===== src/rtl/core_seq_ctrl_pkg.sv =====
// Shared encodings and constants for the core_seq_ctrl sequencer.
package core_seq_ctrl_pkg;

  localparam int SEQ_STATE_WIDTH = 3;
  localparam int INST_WIDTH      = 32;

  localparam logic [INST_WIDTH-1:0] NOP_INST = 32'h0000_0013;

  typedef enum logic [SEQ_STATE_WIDTH-1:0] {
    SEQ_STATE_IDLE   = 3'd0,
    SEQ_STATE_FETCH  = 3'd1,
    SEQ_STATE_DECODE = 3'd2,
    SEQ_STATE_EXEC   = 3'd3,
    SEQ_STATE_MEM    = 3'd4,
    SEQ_STATE_WB     = 3'd5,
    SEQ_STATE_HALT   = 3'd6,
    SEQ_STATE_TRAP   = 3'd7
  } seq_state_e;

  typedef enum logic [1:0] {
    TRAP_CAUSE_NONE        = 2'd0,
    TRAP_CAUSE_ILLEGAL     = 2'd1,
    TRAP_CAUSE_IFU_TIMEOUT = 2'd2,
    TRAP_CAUSE_LSU_TIMEOUT = 2'd3
  } trap_cause_e;

endpackage


===== src/rtl/core_seq_ctrl_if.sv =====
// Instruction-fetch and load/store handshake bundle between the sequencer and memory side.
interface core_seq_ctrl_if;
  import core_seq_ctrl_pkg::*;

  logic                  ifu_req;
  logic                  ifu_rvalid;
  logic [INST_WIDTH-1:0] ifu_rdata;
  logic                  lsu_req;
  logic                  lsu_we;
  logic                  lsu_ack;

  modport master (
    output ifu_req, lsu_req, lsu_we,
    input  ifu_rvalid, ifu_rdata, lsu_ack
  );

  modport slave (
    input  ifu_req, lsu_req, lsu_we,
    output ifu_rvalid, ifu_rdata, lsu_ack
  );

endinterface


===== src/rtl/core_seq_ctrl_wait_timer.sv =====
// Saturating wait counter; expire flags the last permitted wait cycle (limit 0 never expires).
module seq_wait_timer #(
  parameter int WAIT_W = 8
) (
  input  logic              clk,
  input  logic              rst_n,
  input  logic              clear,
  input  logic              enable,
  input  logic [WAIT_W-1:0] limit,
  output logic              expire
);

  logic [WAIT_W-1:0] cnt_q, cnt_d;

  always_comb begin
    cnt_d = cnt_q;
    if (clear) begin
      cnt_d = '0;
    end else if (enable && (cnt_q != {WAIT_W{1'b1}})) begin
      cnt_d = cnt_q + 1'b1;
    end
  end

  always_ff @(posedge clk or negedge rst_n) begin
    if (!rst_n) begin
      cnt_q <= '0;
    end else begin
      cnt_q <= cnt_d;
    end
  end

  assign expire = (limit != '0) && (cnt_q == (limit - 1'b1));

endmodule


===== src/rtl/core_seq_ctrl.sv =====
// Multi-cycle fetch/decode/exec/mem/wb sequencer for the NPC datapath.
// Define PERF_CNT_EN to build the cycle and retired-instruction counters.
module core_seq_ctrl
  import core_seq_ctrl_pkg::*;
#(
  parameter int MAX_WAIT = 255,
  parameter int WAIT_W   = 8
) (
  input  logic                       clk,
  input  logic                       rst_n,
  core_seq_ctrl_if.master            bus,
  output logic [INST_WIDTH-1:0]      inst_q,
  input  logic                       dec_mem,
  input  logic                       dec_store,
  input  logic                       dec_reg_wen,
  input  logic                       dec_ebreak,
  input  logic                       dec_unknown,
  output logic                       rf_we,
  output logic                       pc_we,
  output logic                       halted,
  output logic                       trap,
  output logic [1:0]                 trap_cause,
  output logic [SEQ_STATE_WIDTH-1:0] state_o,
  output logic [63:0]                cycle_cnt,
  output logic [63:0]                instret_cnt
);

  localparam logic [WAIT_W-1:0] WAIT_LIMIT = WAIT_W'(MAX_WAIT);

  seq_state_e            state_q, state_d;
  logic [INST_WIDTH-1:0] inst_d;
  trap_cause_e           trap_cause_q, trap_cause_d;
  logic                  wait_clear, wait_en, wait_expire;

  // The counter only runs while a response is outstanding; any other state rearms it.
  assign wait_clear = (state_q != SEQ_STATE_FETCH) && (state_q != SEQ_STATE_MEM);
  assign wait_en    = ((state_q == SEQ_STATE_FETCH) && !bus.ifu_rvalid) ||
                      ((state_q == SEQ_STATE_MEM)   && !bus.lsu_ack);

  seq_wait_timer #(.WAIT_W(WAIT_W)) u_wait_timer (
    .clk    (clk),
    .rst_n  (rst_n),
    .clear  (wait_clear),
    .enable (wait_en),
    .limit  (WAIT_LIMIT),
    .expire (wait_expire)
  );

  always_ff @(posedge clk or negedge rst_n) begin
    if (!rst_n) begin
      state_q      <= SEQ_STATE_IDLE;
      inst_q       <= NOP_INST;
      trap_cause_q <= TRAP_CAUSE_NONE;
    end else begin
      state_q      <= state_d;
      inst_q       <= inst_d;
      trap_cause_q <= trap_cause_d;
    end
  end

  always_comb begin
    state_d      = state_q;
    inst_d       = inst_q;
    trap_cause_d = trap_cause_q;
    case (state_q)
      SEQ_STATE_IDLE:   state_d = SEQ_STATE_FETCH;
      SEQ_STATE_FETCH: begin
        if (bus.ifu_rvalid) begin
          inst_d  = bus.ifu_rdata;
          state_d = SEQ_STATE_DECODE;
        end else if (wait_expire) begin
          trap_cause_d = TRAP_CAUSE_IFU_TIMEOUT;
          state_d      = SEQ_STATE_TRAP;
        end
      end
      SEQ_STATE_DECODE: begin
        if (dec_unknown) begin
          trap_cause_d = TRAP_CAUSE_ILLEGAL;
          state_d      = SEQ_STATE_TRAP;
        end else if (dec_ebreak) begin
          state_d = SEQ_STATE_HALT;
        end else begin
          state_d = SEQ_STATE_EXEC;
        end
      end
      SEQ_STATE_EXEC:   state_d = dec_mem ? SEQ_STATE_MEM : SEQ_STATE_WB;
      SEQ_STATE_MEM: begin
        if (bus.lsu_ack) begin
          state_d = SEQ_STATE_WB;
        end else if (wait_expire) begin
          trap_cause_d = TRAP_CAUSE_LSU_TIMEOUT;
          state_d      = SEQ_STATE_TRAP;
        end
      end
      SEQ_STATE_WB:     state_d = SEQ_STATE_FETCH;
      SEQ_STATE_HALT:   state_d = SEQ_STATE_HALT;
      SEQ_STATE_TRAP:   state_d = SEQ_STATE_TRAP;
    endcase
  end

  // Stores carry reg_wen from the decoder, so WB masks it off for them.
  always_comb begin
    bus.ifu_req = 1'b0;
    bus.lsu_req = 1'b0;
    bus.lsu_we  = 1'b0;
    rf_we       = 1'b0;
    pc_we       = 1'b0;
    halted      = 1'b0;
    trap        = 1'b0;
    case (state_q)
      SEQ_STATE_FETCH: bus.ifu_req = 1'b1;
      SEQ_STATE_MEM: begin
        bus.lsu_req = 1'b1;
        bus.lsu_we  = dec_store;
      end
      SEQ_STATE_WB: begin
        pc_we = 1'b1;
        rf_we = dec_reg_wen & ~dec_store;
      end
      SEQ_STATE_HALT:  halted = 1'b1;
      SEQ_STATE_TRAP:  trap   = 1'b1;
      default: ;
    endcase
  end

  assign state_o    = state_q;
  assign trap_cause = trap_cause_q;

`ifdef PERF_CNT_EN
  logic [63:0] cycle_cnt_q, cycle_cnt_d;
  logic [63:0] instret_cnt_q, instret_cnt_d;

  always_comb begin
    cycle_cnt_d   = cycle_cnt_q;
    instret_cnt_d = instret_cnt_q;
    if ((state_q != SEQ_STATE_HALT) && (state_q != SEQ_STATE_TRAP)) begin
      cycle_cnt_d = cycle_cnt_q + 64'd1;
    end
    if (pc_we) begin
      instret_cnt_d = instret_cnt_q + 64'd1;
    end
  end

  always_ff @(posedge clk or negedge rst_n) begin
    if (!rst_n) begin
      cycle_cnt_q   <= 64'd0;
      instret_cnt_q <= 64'd0;
    end else begin
      cycle_cnt_q   <= cycle_cnt_d;
      instret_cnt_q <= instret_cnt_d;
    end
  end

  assign cycle_cnt   = cycle_cnt_q;
  assign instret_cnt = instret_cnt_q;
`else
  assign cycle_cnt   = 64'd0;
  assign instret_cnt = 64'd0;
`endif

endmodule


===== src/flat_wrapper.sv =====
// flat-port wrapper written by rule: the top's interface ports become plain ports
module core_seq_ctrl_flat import core_seq_ctrl_pkg::*;
#(
  parameter int MAX_WAIT = 255,
  parameter int WAIT_W   = 8
)
  (clk, rst_n, inst_q, dec_mem, dec_store, dec_reg_wen, dec_ebreak, dec_unknown, rf_we, pc_we, halted, trap, trap_cause, state_o, cycle_cnt, instret_cnt, bus_ifu_req, bus_lsu_req, bus_lsu_we, bus_ifu_rvalid, bus_ifu_rdata, bus_lsu_ack);
  core_seq_ctrl_if bus_i ();
  input  logic clk;
  input  logic rst_n;
  output logic [INST_WIDTH-1:0] inst_q;
  input  logic dec_mem;
  input  logic dec_store;
  input  logic dec_reg_wen;
  input  logic dec_ebreak;
  input  logic dec_unknown;
  output logic rf_we;
  output logic pc_we;
  output logic halted;
  output logic trap;
  output logic [1:0] trap_cause;
  output logic [SEQ_STATE_WIDTH-1:0] state_o;
  output logic [63:0] cycle_cnt;
  output logic [63:0] instret_cnt;
  output wire logic [$bits(bus_i.ifu_req)-1:0] bus_ifu_req;
  output wire logic [$bits(bus_i.lsu_req)-1:0] bus_lsu_req;
  output wire logic [$bits(bus_i.lsu_we)-1:0] bus_lsu_we;
  input wire logic [$bits(bus_i.ifu_rvalid)-1:0] bus_ifu_rvalid;
  input wire logic [$bits(bus_i.ifu_rdata)-1:0] bus_ifu_rdata;
  input wire logic [$bits(bus_i.lsu_ack)-1:0] bus_lsu_ack;
  assign bus_ifu_req = bus_i.ifu_req;
  assign bus_lsu_req = bus_i.lsu_req;
  assign bus_lsu_we = bus_i.lsu_we;
  assign bus_i.ifu_rvalid = bus_ifu_rvalid;
  assign bus_i.ifu_rdata = bus_ifu_rdata;
  assign bus_i.lsu_ack = bus_lsu_ack;
  core_seq_ctrl #(.MAX_WAIT(MAX_WAIT), .WAIT_W(WAIT_W)) u_core (.clk(clk), .rst_n(rst_n), .bus(bus_i), .inst_q(inst_q), .dec_mem(dec_mem), .dec_store(dec_store), .dec_reg_wen(dec_reg_wen), .dec_ebreak(dec_ebreak), .dec_unknown(dec_unknown), .rf_we(rf_we), .pc_we(pc_we), .halted(halted), .trap(trap), .trap_cause(trap_cause), .state_o(state_o), .cycle_cnt(cycle_cnt), .instret_cnt(instret_cnt));
endmodule

===== config.mk =====
export PLATFORM = sky130hd
export DESIGN_NAME = core_seq_ctrl_flat
export DESIGN_NICKNAME = d
export VERILOG_FILES = /design/src/rtl/core_seq_ctrl_pkg.sv /design/src/rtl/core_seq_ctrl_if.sv /design/src/rtl/core_seq_ctrl_wait_timer.sv /design/src/rtl/core_seq_ctrl.sv /design/src/flat_wrapper.sv
export SDC_FILE = /design/constraint.sdc
export NUM_CORES = 1
export LEC_CHECK = 0
export BUFFER_PORTS_ARGS = -buffer_cell sky130_fd_sc_hd__buf_2
export CELL_PAD_IN_SITES_DETAIL_PLACEMENT = 0
export CELL_PAD_IN_SITES_GLOBAL_PLACEMENT = 2
export CORE_UTILIZATION = 26
export CTS_BUF_LIST = sky130_fd_sc_hd__clkbuf_2
export CTS_CLUSTER_SIZE = 12
export DETAILED_ROUTE_END_ITERATION = 8
export HOLD_SLACK_MARGIN = 0.15
export MAX_ROUTING_LAYER = met4
export PLACE_DENSITY_LB_ADDON = 0.1
export SLEW_MARGIN = 10
export SYNTH_ARGS = -nofsm -noshare
export SYNTH_HDL_FRONTEND = slang
export SYNTH_HIERARCHICAL = 1
export SYNTH_SLANG_ARGS = --single-unit

===== constraint.sdc =====
create_clock -name clk -period 4.2 [get_ports clk]
set_input_delay 0 -clock clk [delete_from_list [all_inputs] [get_ports clk]]
set_output_delay 0 -clock clk [all_outputs]
set_load 0.01 [all_outputs]

## Word level (Yosys, flattened, before mapping)

Cells that the tools add are included.
W data, S select, Z words.

- Register bits: 45
- Bits of input ports: 41

- Add/sub/neg operators: 1
- Eq/ne operators: 16
- Mux-type cells: 22
- Bitwise gates (word level): 2
- Reduce and logical (&&, ||, !) cells: 13

Operators with widths:

| operator | count |
|---|---|
| $pmux W3 S7 | 1 |
| $mux W8 | 2 |
| $mux W3 | 5 |
| $eq A3 B3 Y1 const B | 4 |
| $mux W2 | 5 |
| $ne A2 B2 Y1 const B | 5 |
| $add A8 B1 Y8 const B | 1 |
| $eq A8 B8 Y1 const B | 1 |
| $mux W1 | 8 |
| $ne A8 B8 Y1 const B | 1 |
| $eq A3 B2 Y1 const B | 2 |
| $pmux W2 S3 | 1 |
| $reduce_and A6 Y1 | 1 |
| $logic_and A1 B1 Y1 | 4 |
| $eq A3 B1 Y1 const B | 1 |
| $logic_not A3 Y1 | 1 |
| $ne A3 B1 Y1 const B | 1 |
| $ne A3 B3 Y1 const B | 1 |
| $reduce_bool A3 Y1 | 1 |
| $logic_not A1 Y1 | 2 |
| $reduce_and A2 Y1 | 1 |
| $reduce_bool A2 Y1 | 1 |
| $reduce_or A2 Y1 | 1 |
| $and A1 B1 Y1 | 1 |
| 2 further kinds | 2 |

## Depth between registers and ports, before layout

Gate-level depths: netlist of the first run.

- Depth after elaboration: 6
- Depth in mapped cells: 10
- Gate-level depth less buffers: 9

## Hierarchy

Netlist of the first run, hierarchy kept.

By module, submodules not included:

| module | instances | cells each | area an instance (sq um) |
|---|---|---|---|
| core_seq_ctrl | 1 | 242 | 2561.2 |
| seq_wait_timer | 1 | 79 | 691.9 |

## Least setup slack after synthesis of the first run

No wires, ideal clock.

- Path type: register -> register
- From: reg u_core.state_q[0], in the netlist u_core/state_o[0]
- To: reg u_core.u_wait_timer.cnt_q[6]
- Library setup time: 0.128 ns
- Arrival: 1.908 ns
- Required time: 4.072 ns
- Path slack: 2.163 ns
- Stages on the path, launching flop included: 9
- Buffers on the path: 1
- Clock period less this slack: 2.037 ns
- Cell sequence: dfrtp_1 clkbuf_2 nand2b_1 nor2_1 a22o_1 o21a_1 nor3b_1 xnor2_1 nor2_1

- Cells in the longest elaborated chain, start to end: 5
- Elaborated cells on any way between the ends: 11

Ends and longest elaborated chain:

| what | line | text |
|---|---|---|
| start, declared | core_seq_ctrl.sv:30 | `seq_state_e state_q, state_d;` |
| start signal, assigned | core_seq_ctrl.sv:55 | `state_q <= state_d;` |
| $eq A3 B1 Y1 / $eq A3 B3 Y1 (equally long branches) | core_seq_ctrl.sv:37, core_seq_ctrl.sv:38 |  |
| $logic_and A1 B1 Y1, on equally long branches | core_seq_ctrl.sv:37, core_seq_ctrl.sv:38 |  |
| $logic_or A1 B1 Y1 * | core_seq_ctrl.sv:37 | `assign wait_en = ((state_q == SEQ_STATE_FETCH) && !bus.ifu_rvalid) \|\|` |
| via u_core.wait_en | core_seq_ctrl.sv:33 | `logic wait_clear, wait_en, wait_expire;` |
| $logic_and A1 B1 Y1 * | core_seq_ctrl_wait_timer.sv:19 | `end else if (enable && (cnt_q != {WAIT_W{1'b1}})) begin` |
| $reduce_bool A2 Y1 (no source line) * | n/a |  |
| end signal, assigned | core_seq_ctrl_wait_timer.sv:28 | `cnt_q <= cnt_d;` |
| end, declared | core_seq_ctrl_wait_timer.sv:13 | `logic [WAIT_W-1:0] cnt_q, cnt_d;` |

Mark *: on every way through the listed nets, which the timed path passes. The rest lies on a longest branch.
A chain may end at the register's enable or synchronous reset.

## Worst setup path after layout of the first run

- From: reg u_core.u_wait_timer.cnt_q[3]
- To: reg u_core.trap_cause_q[0], in the netlist u_core/trap_cause[0]

- Cells in the longest elaborated chain, start to end: 3
- Elaborated cells on any way between the ends: 4

Ends and longest elaborated chain:

| what | line | text |
|---|---|---|
| $eq A8 B8 Y1 * | core_seq_ctrl_wait_timer.sv:32 | `assign expire = (limit != '0) && (cnt_q == (limit - 1'b1));` |
| via u_core.wait_expire | core_seq_ctrl.sv:33 |  |
| $ne A2 B2 Y1 (no source line) | n/a |  |
| $reduce_and A6 Y1 (no source line) * | n/a |  |
| end signal, assigned | core_seq_ctrl.sv:57 | `trap_cause_q <= trap_cause_d;` |
| end, declared | core_seq_ctrl.sv:32 | `trap_cause_e trap_cause_q, trap_cause_d;` |

Marks and branches as above.

==> reports/results.txt, run 1 <==
The tools report the pin count of the biggest net entering global routing as 46. After floorplanning, the core was divided into 40 placement rows. For this run the aggregate overflow at the end of global routing stands at 0.

The area share of the largest cell type after synthesis is 0.3231, and the number of failing hold endpoints at the final stage is 0. For the required time at the endpoint of the critical path, the log shows 4.54 ns. The detail-routed via count per cell is 3.485.

The tools report the DRC marker count from the first detailed-route iteration as 82. Walking the worst path, the cells encountered are xnor2_2 -> xnor2_1 -> nor4_1 -> o311ai_1 -> nor4b_2 -> nor4b_1 -> o22ai_1 -> dlygate4sd3_1. The net count of the finished layout is 517. Across the run, the number of max-cap violations was 0. The startpoint identified for the worst register-to-register timing path is u_core/u_wait_timer/cnt_q[3]. The endpoint identified for the worst register-to-register timing path is u_core/trap_cause[0]. The worst setup path is captured at a flop. 0 antenna diodes ended up in the layout. The startpoint identified for the worst hold timing path is dec_store. The area of the die came out at 0.01296 mm^2. The tightest hold path in the finished design has a slack of 0.3005 ns. For the number of slew-limit violations in the final report, the log shows 0. The length of the first detailed-routing pass in iterations was 4; the count of yosys warnings during synthesis was 6. The cell count of the worst reg-to-reg path was 8; the shortest period the worst path allows was 2.756 ns. Level count of the clock H-tree: 2. The synthesized design contains 45 register bits. The count of cells in the finished layout, fillers not included, comes to 643. The proportion of synthesized chip area in sequential cells came out at 0.3473. Synthesis instantiated 47 different standard cells from the library.

The tools report the number of antenna violations at the first check in global routing as 0. The mapped cell area was 0.003253 mm^2. Across all layers, the routed design uses 2241 vias.

The largest total area in the synthesized netlist belongs to sky130_fd_sc_hd__dfrtp_1. Number of design rule violations left after detail routing: 0. The initial cell density of the core is 0.2686. Sorting the synthesized cells by how often they occur yields 128 x sky130_fd_sc_hd__buf_4, 42 x sky130_fd_sc_hd__dfrtp_1, 32 x sky130_fd_sc_hd__mux2_2. The clock transition at the registers of the reported paths was 0.26 ns.

CTS placed an instance of sky130_fd_sc_hd__clkbuf_2 at the clock tree root. The logs give 0.3263 for the share of the core filled with cells in the final layout and 2098 for the via count of the first global-routing pass. Setup violations remaining at the end of the flow were counted as 0. The tightest min-delay check is of the primary input to output port type. Counting instances, the worst hold path has a depth of 3.

The tools report the insertion delay to the later sink of the worst-skew pair as 0.41 ns. Number of buffers added by the clock tree synthesis step: 5. The post-route fraction of the period consumed by the critical path works out to 0.6561. The flow ran to the end, and the final reports show no timing, DRC or antenna violations. Horizontal die dimension: 113.9 um. The tools report the number of buffers inserted to repair setup after CTS as 0. The power density over the cells was 475.2 mW/mm^2.

The share of post-route cells with drive strength above 1 came out at 0.2863. For the final routed database, the setup TNS stands at 0 ns. Setup slack closes at 1.444 ns. Slew at the pin closest to its max-slew limit: 0.6220 ns. The worst max-slew margin expressed relative to the limit was 0.5854; the stage delay of the slowest cell on the critical path was 0.56 ns.

For the placeable core area, the log shows 0.01211 mm^2. The tools report the element type at the critical path start as a flop. The reported leakage power is 1.999 nW, and the number of resized instances in the post-cts repair step is 0. The clock sink count came out at 45. The overall routing resource usage is 0.1013, and the maximum buffer depth of the clock tree is 2. Based on the critical path, the design can be clocked at up to 362.9 MHz. The most common cell in the synthesized netlist is sky130_fd_sc_hd__buf_4.

On the final layout, the worst clock skew is 0.02604 ns. The average instance in the mapped netlist occupies 10.13 um^2. In this run the tool buffered the top-level ports with 84 buffer cells. The tools report the total I/O pin count as 213.

TritonCTS built the clock tree. In the final routed layout, each cell accounts on average for 9.918 um. After synthesis, the cell types taking the most area are sky130_fd_sc_hd__dfrtp_1 32%, sky130_fd_sc_hd__buf_4 30%, sky130_fd_sc_hd__mux2_2 11%, sky130_fd_sc_hd__dfstp_2 2.4%, sky130_fd_sc_hd__xnor2_1 2.4%. The cell with the largest stage delay on the worst path was sky130_fd_sc_hd__dlygate4sd3_1.

The endpoint of the worst hold-timing path is bus_lsu_we. The largest vdd supply drop is 0.2501 mV. Once detailed placement completed, the half-perimeter wirelength came to 4584 um. The share of synthesized flip-flops with an asynchronous set or reset was 1.000.

Counting every instance in the synthesized netlist gives 321. In this run the worst path has a maximum fanout of 6. Data on the critical path arrives at its endpoint at 3.09 ns.

The tools report the total wirelength of the detailed-routed design as 6377 um. The tools report the setup slack after placement as 1.923 ns. The worst setup path is of the flop to flop kind. At the end of routability-driven placement, the weighted congestion stood at 0.6803. For the global-route wire length before repair, the log shows 10080 um.

The flop-to-flop setup slack is 1.44 ns. After detailed placement, the design holds a cell count of 590. Counting flops with a built-in enable in the synthesized netlist gives 0. In the synthesized netlist the dominant register cell turns out to be sky130_fd_sc_hd__dfrtp_1.

Measured along the y axis, the die boundary spans 113.9 um. Setup repair after global routing left no endpoint under its margin. The count of nets left with antenna violations once routing finished came out at 0. Signed area change from the synthesized netlist to the final layout: 21.50%.
==> layer usage <==
metal | share of wire | track usage | vias up
li1 | - | - | 1081
met1 | 0.43 | 0.1267 | 1047
met2 | 0.50 | 0.1663 | 109
met3 | 0.063 | 0.02338 | 4
met4 | 0.0064 | 0.02338 | 0
met5 | 0 | - | -
==> state kept, by name, summed over array words and instances (netlist names) <==
register,cells
u_core/trap_cause,2
u_core/u_wait_timer/cnt_q,8
u_core/state_o,3
u_core/inst_q,32
==> logic make-up (layout without fill, tap and decap cells) <==
group / after synthesis / after routing / share of synthesized area
buffers and inverters: 146 / 146 / 0.3281
muxes: 36 / 36 / 0.1235
DFF: 45 / 45 / 0.3473
other: 2 / 156 / 0.002309
adders and majority gates: 2 / 2 / 0.007691
AOI/OAI and AO/OA: 23 / 23 / 0.04961
and+or+nand+nor: 50 / 50 / 0.09116
xor gates and xnor gates: 17 / 17 / 0.05039
==> critical path, delay by kind of cell (launching register included) <==
kind	cells	cell delay, ns
simple gates	3	1.10
compound gates	2	0.29
xor+xnor	2	0.23
flops	1	0.52
buf+inv	1	0.56
==> power breakdown <==
group	switching, mW	internal (mW)
logic	0.436	0.437
clock network	0.152	0.0984
registers	0.132	0.623
==> per-stage QoR <==
stage               power (mW)  cell area (um^2)
floorplan                1.388              3831
global placement         1.594              3436
detailed placement       1.592              3436
CTS                      1.909              3953
global route             2.030              3953
finish                   1.878              3953
==> layout by cell type, fill, tap and decap left out, types with 7 or more instances in the layout <==
cell                            synthesis  final
sky130_fd_sc_hd__dlygate4sd3_1          0     45
sky130_fd_sc_hd__buf_2                  0     84
sky130_fd_sc_hd__nor2_1                17     17
sky130_fd_sc_hd__dfrtp_1               42     42
sky130_fd_sc_hd__mux2_2                32     32
sky130_fd_sc_hd__xnor2_1                9      9
sky130_fd_sc_hd__inv_1                  7      7
sky130_fd_sc_hd__conb_1                 2    156
==> worst max path at each step <==
stage          cells past startpoint  slack [ns]                           end                         start
2_1_floorplan                      8        2.16  u_core/u_wait_timer/cnt_q[6]             u_core/state_o[0]
3_3_place_gp                       7        1.93  u_core/u_wait_timer/cnt_q[6]             u_core/state_o[0]
3_5_place_dp                       7        1.92  u_core/u_wait_timer/cnt_q[6]             u_core/state_o[0]
4_1_cts                            9        1.44          u_core/trap_cause[0]  u_core/u_wait_timer/cnt_q[3]
5_1_grt                            9        1.25          u_core/trap_cause[0]  u_core/u_wait_timer/cnt_q[3]
6_report                           8        1.44          u_core/trap_cause[0]  u_core/u_wait_timer/cnt_q[3]
==> layout make-up <==
cell class              count  area [um^2]
well taps                 168        210.2
multi-input cells         284         1634
fillers                  1323         8159
clock inverters             3        41.29
clock buffers               5        25.02
flip-flops and latches     45         1130
repair buffers            131        885.9
inverters                   7        26.28
==> repair_timing <==
action,in CTS,in global routing
hold endpoints to repair,82,0
hold buffers,45,0
endpoints found under the setup margin,0,0
No activity file was read; power rests on OpenSTA's default activity.
==> run 2: changes to the inputs <==
--- a/config.mk
+++ b/config.mk
@@ -8,7 +8,7 @@
 export BUFFER_PORTS_ARGS = -buffer_cell sky130_fd_sc_hd__buf_2
 export CELL_PAD_IN_SITES_DETAIL_PLACEMENT = 0
 export CELL_PAD_IN_SITES_GLOBAL_PLACEMENT = 2
-export CORE_UTILIZATION = 26
+export CORE_UTILIZATION = 22
 export CTS_BUF_LIST = sky130_fd_sc_hd__clkbuf_2
 export CTS_CLUSTER_SIZE = 12
 export DETAILED_ROUTE_END_ITERATION = 8
==> constraint.sdc (replaced) <==
create_clock -name clk -period 2.4 [get_ports clk]
set_input_delay 0 -clock clk [delete_from_list [all_inputs] [get_ports clk]]
set_output_delay 0 -clock clk [all_outputs]
set_load 0.01 [all_outputs]
==> run 2 against run 1 <==
Effect of this change: clock-buffer cell count stayed put; clock power increased by 74%; final cell count increased by 2.8%; clock skew decreased by 0.0074 ns; register-to-register slack worse by 1.2 ns; power grew 76%; critical path type unchanged.
==> reports/results.txt, run 2 (synthesis results as in run 1) <==
TritonCTS built the clock tree. The tree is rooted in a sky130_fd_sc_hd__clkbuf_2. The via count of the first global-routing pass is 2102.

The number of failing hold endpoints at the final stage is 0. The worst hold slack across all endpoints came out at 0.3041 ns. The tools report the length of the first detailed-routing pass in iterations as 4. The stage delay of the slowest cell on the critical path is 0.52 ns. The total I/O pin count is 213, and the critical path data arrival time is 2.50 ns. Along the worst path, the maximum fanout reaches 6. The remaining antenna violation count after routing was 0; the final count of negative-setup-slack endpoints was 0. After clock tree synthesis, the clock-pin slew on the worst setup and hold paths is 0.24 ns. The number of antenna cells inserted is 0. The area growth from synthesis to layout is 23.23%.

Entering global routing, the biggest net connects 33 pins. Type of the tightest min-delay check: primary input to flop. By startpoint and endpoint, the worst setup path is classified as flop to flop. The largest vdd supply drop is 0.3186 mV, and the share of post-route cells with drive strength above 1 is 0.2998.

The initial cell density of the core was 0.2247. The slowest stage of the critical path belongs to the cell sky130_fd_sc_hd__dfrtp_1. For the routability congestion estimate from global placement, the log shows 0.6590. The tree built by TritonCTS fans out to 45 sinks. Walking the worst path, the cells encountered are xnor2_2 -> xnor2_1 -> nor4_1 -> o311ai_1 -> nor4b_2 -> buf_4 -> nor2b_1 -> a31oi_1 -> o22ai_1. The first global-routing pass estimated 10860 um of wire. u_core/inst_q holds more flip-flops than any other register.

Summed over all failing endpoints, the final setup total negative slack is 0 ns. The wire-length estimate of the detail-placed layout is 4943 um. Measured along the x axis, the die boundary spans 123.6 um. The total number of vias came out at 2281. The number of nets in the final layout is 519.

Summed over all cells, the static leakage comes to 2.022 nW. The tools report the worst max-slew margin expressed relative to the limit as 0.5947. The logs give 6630 um for the total wirelength of the detailed-routed design and 5 for the number of buffers added by the clock tree synthesis step.

The maximum buffer depth of the clock tree was 2; the DRC marker count from the first detailed-route iteration was 56. The worst setup path is captured at a flop. The layer with the highest usage after global routing was met2. For this design the ratio of total power to cell area is 824.5 mW/mm^2.

In the layout the commonest cells are 156 x sky130_fd_sc_hd__conb_1, 84 x sky130_fd_sc_hd__buf_2, 42 x sky130_fd_sc_hd__dlygate4sd3_1, 41 x sky130_fd_sc_hd__dfrtp_1, 32 x sky130_fd_sc_hd__mux2_2. For the worst flop-to-flop path, the logic depth is 9. The run gives 0.01969 as the met3 layer usage reported by global route.

The post-route fraction of the period consumed by the critical path works out to 0.8843. Leaving out fill and tap cells, the most frequent cell in the layout is sky130_fd_sc_hd__conb_1. The level count of the clock H-tree was 2; the final design instance area without fill was 0.004009 mm^2. The register with the most flip-flops in the layout has 32 of them.

For the number of antenna violations at the first check in global routing, the log shows 0. The run gives 0.1583 as the met2 usage. The final global-route overflow total was 0. STA classifies the critical path startpoint as a flop.

The insertion delay to the later sink of the worst-skew pair was 0.42 ns; the global-route met1 utilization was 0.1164. The run gives 0 as the number of slew-limit violations in the final report. Data on the critical path is required at its endpoint by 2.78 ns.

The flow ran to the end, and the final reports show no timing, DRC or antenna violations. The tool flagged a number of max-cap violations equal to 0. The instance area at placement is 0.003491 mm^2, and the buffer and inverter count on the worst path is 1. The overall routing resource usage was 0.09533.

Shortest period the worst path allows: 2.122 ns. The floorplan step defined a core boundary enclosing 0.01448 mm^2. The die is 123.6 um tall. The clock arrives with 0.01859 ns of skew. For this run, design rule violations remaining after detail routing come to 0.

The routed wire length per instance was 10.03 um; the achievable frequency was 471.2 MHz. Using the TritonRoute via totals, the vias-per-cell ratio works out to 3.451. On the critical path the largest part of the delay comes from simple AND/OR/NAND/NOR gates.

The area of the die was 0.01528 mm^2. Along the worst hold path, the cell count comes to 3. Input and output buffers added on the ports amount to 84. Setup repair after global routing left no endpoint under its margin. The slew at the pin closest to its max-slew limit is 0.6057 ns, and the total number of placement rows is 44.

The critical path crosses 9 cells after its start point.
==> run 2: power breakdown <==
part / total (mW) / leakage, nW / internal (mW) / switching (mW)
sequential: 1.27 / 0.540 / 1.09 / 0.182
combinational: 1.59 / 1.45 / 0.774 / 0.821
clock: 0.436 / 0.0366 / 0.172 / 0.263
total: 3.31 / 2.02 / 2.04 / 1.27
==> run 2: repair_timing <==
item,4_1_cts,5_1_grt
hold endpoints to repair,79,0
endpoints found under the setup margin,0,5
buffers inserted,0,1
hold buffers,43,0
resized for setup,0,2
==> run 2: cell type report <==
class                      count  area (um^2)
sequential                    45         1131
clock buffer                   5        25.02
inverter                       7        26.28
timing repair buffer         133        918.4
clock inverter                 3        41.29
multi-input combinational    284         1637
tap                          184        230.2
fill                        1578        10470
==> run 2: worst paths after layout <==
kind | from | end | slack (ns)
worst max-delay path | u_core/u_wait_timer/cnt_q[3] | u_core/trap_cause[0] | 0.28
worst min-delay path | bus_ifu_rdata[19] | u_core/inst_q[19] | 0.30
worst max register to register | u_core/u_wait_timer/cnt_q[3] | u_core/trap_cause[0] | 0.28
worst min register to register | u_core/inst_q[19] | u_core/inst_q[19] | 0.53
max in group asynchronous | rst_n | u_core/inst_q[0] | 1.44
min in group asynchronous | rst_n | u_core/state_o[2] | 0.61
==> run 2: through the flow <==
stage / power, mW / std cells / utilization / setup WS (ns)
global placement: 2.829 / 609 / 0.2411 / 0.2041
finish: 3.305 / 661 / 0.2769 / 0.2777
detailed placement: 2.838 / 609 / 0.2411 / 0.1821
global route: 3.621 / 661 / 0.2769 / 0.03145
floorplan: 2.429 / 475 / - / 0.3634
CTS: 3.386 / 660 / 0.2761 / 0.1423
==> run 2: worst min-delay path: cells and delay by family <==
kind / cells / cell delay, ns
buf+inv: 2 / 0.61
mux: 1 / 0.11
==> run 2: per-layer routing <==
layer  part of all wire  vias up
met1               0.43     1087
li1                   -     1083
met4              0.011        0
met5                  0        -
met3              0.058        5
met2               0.50      106
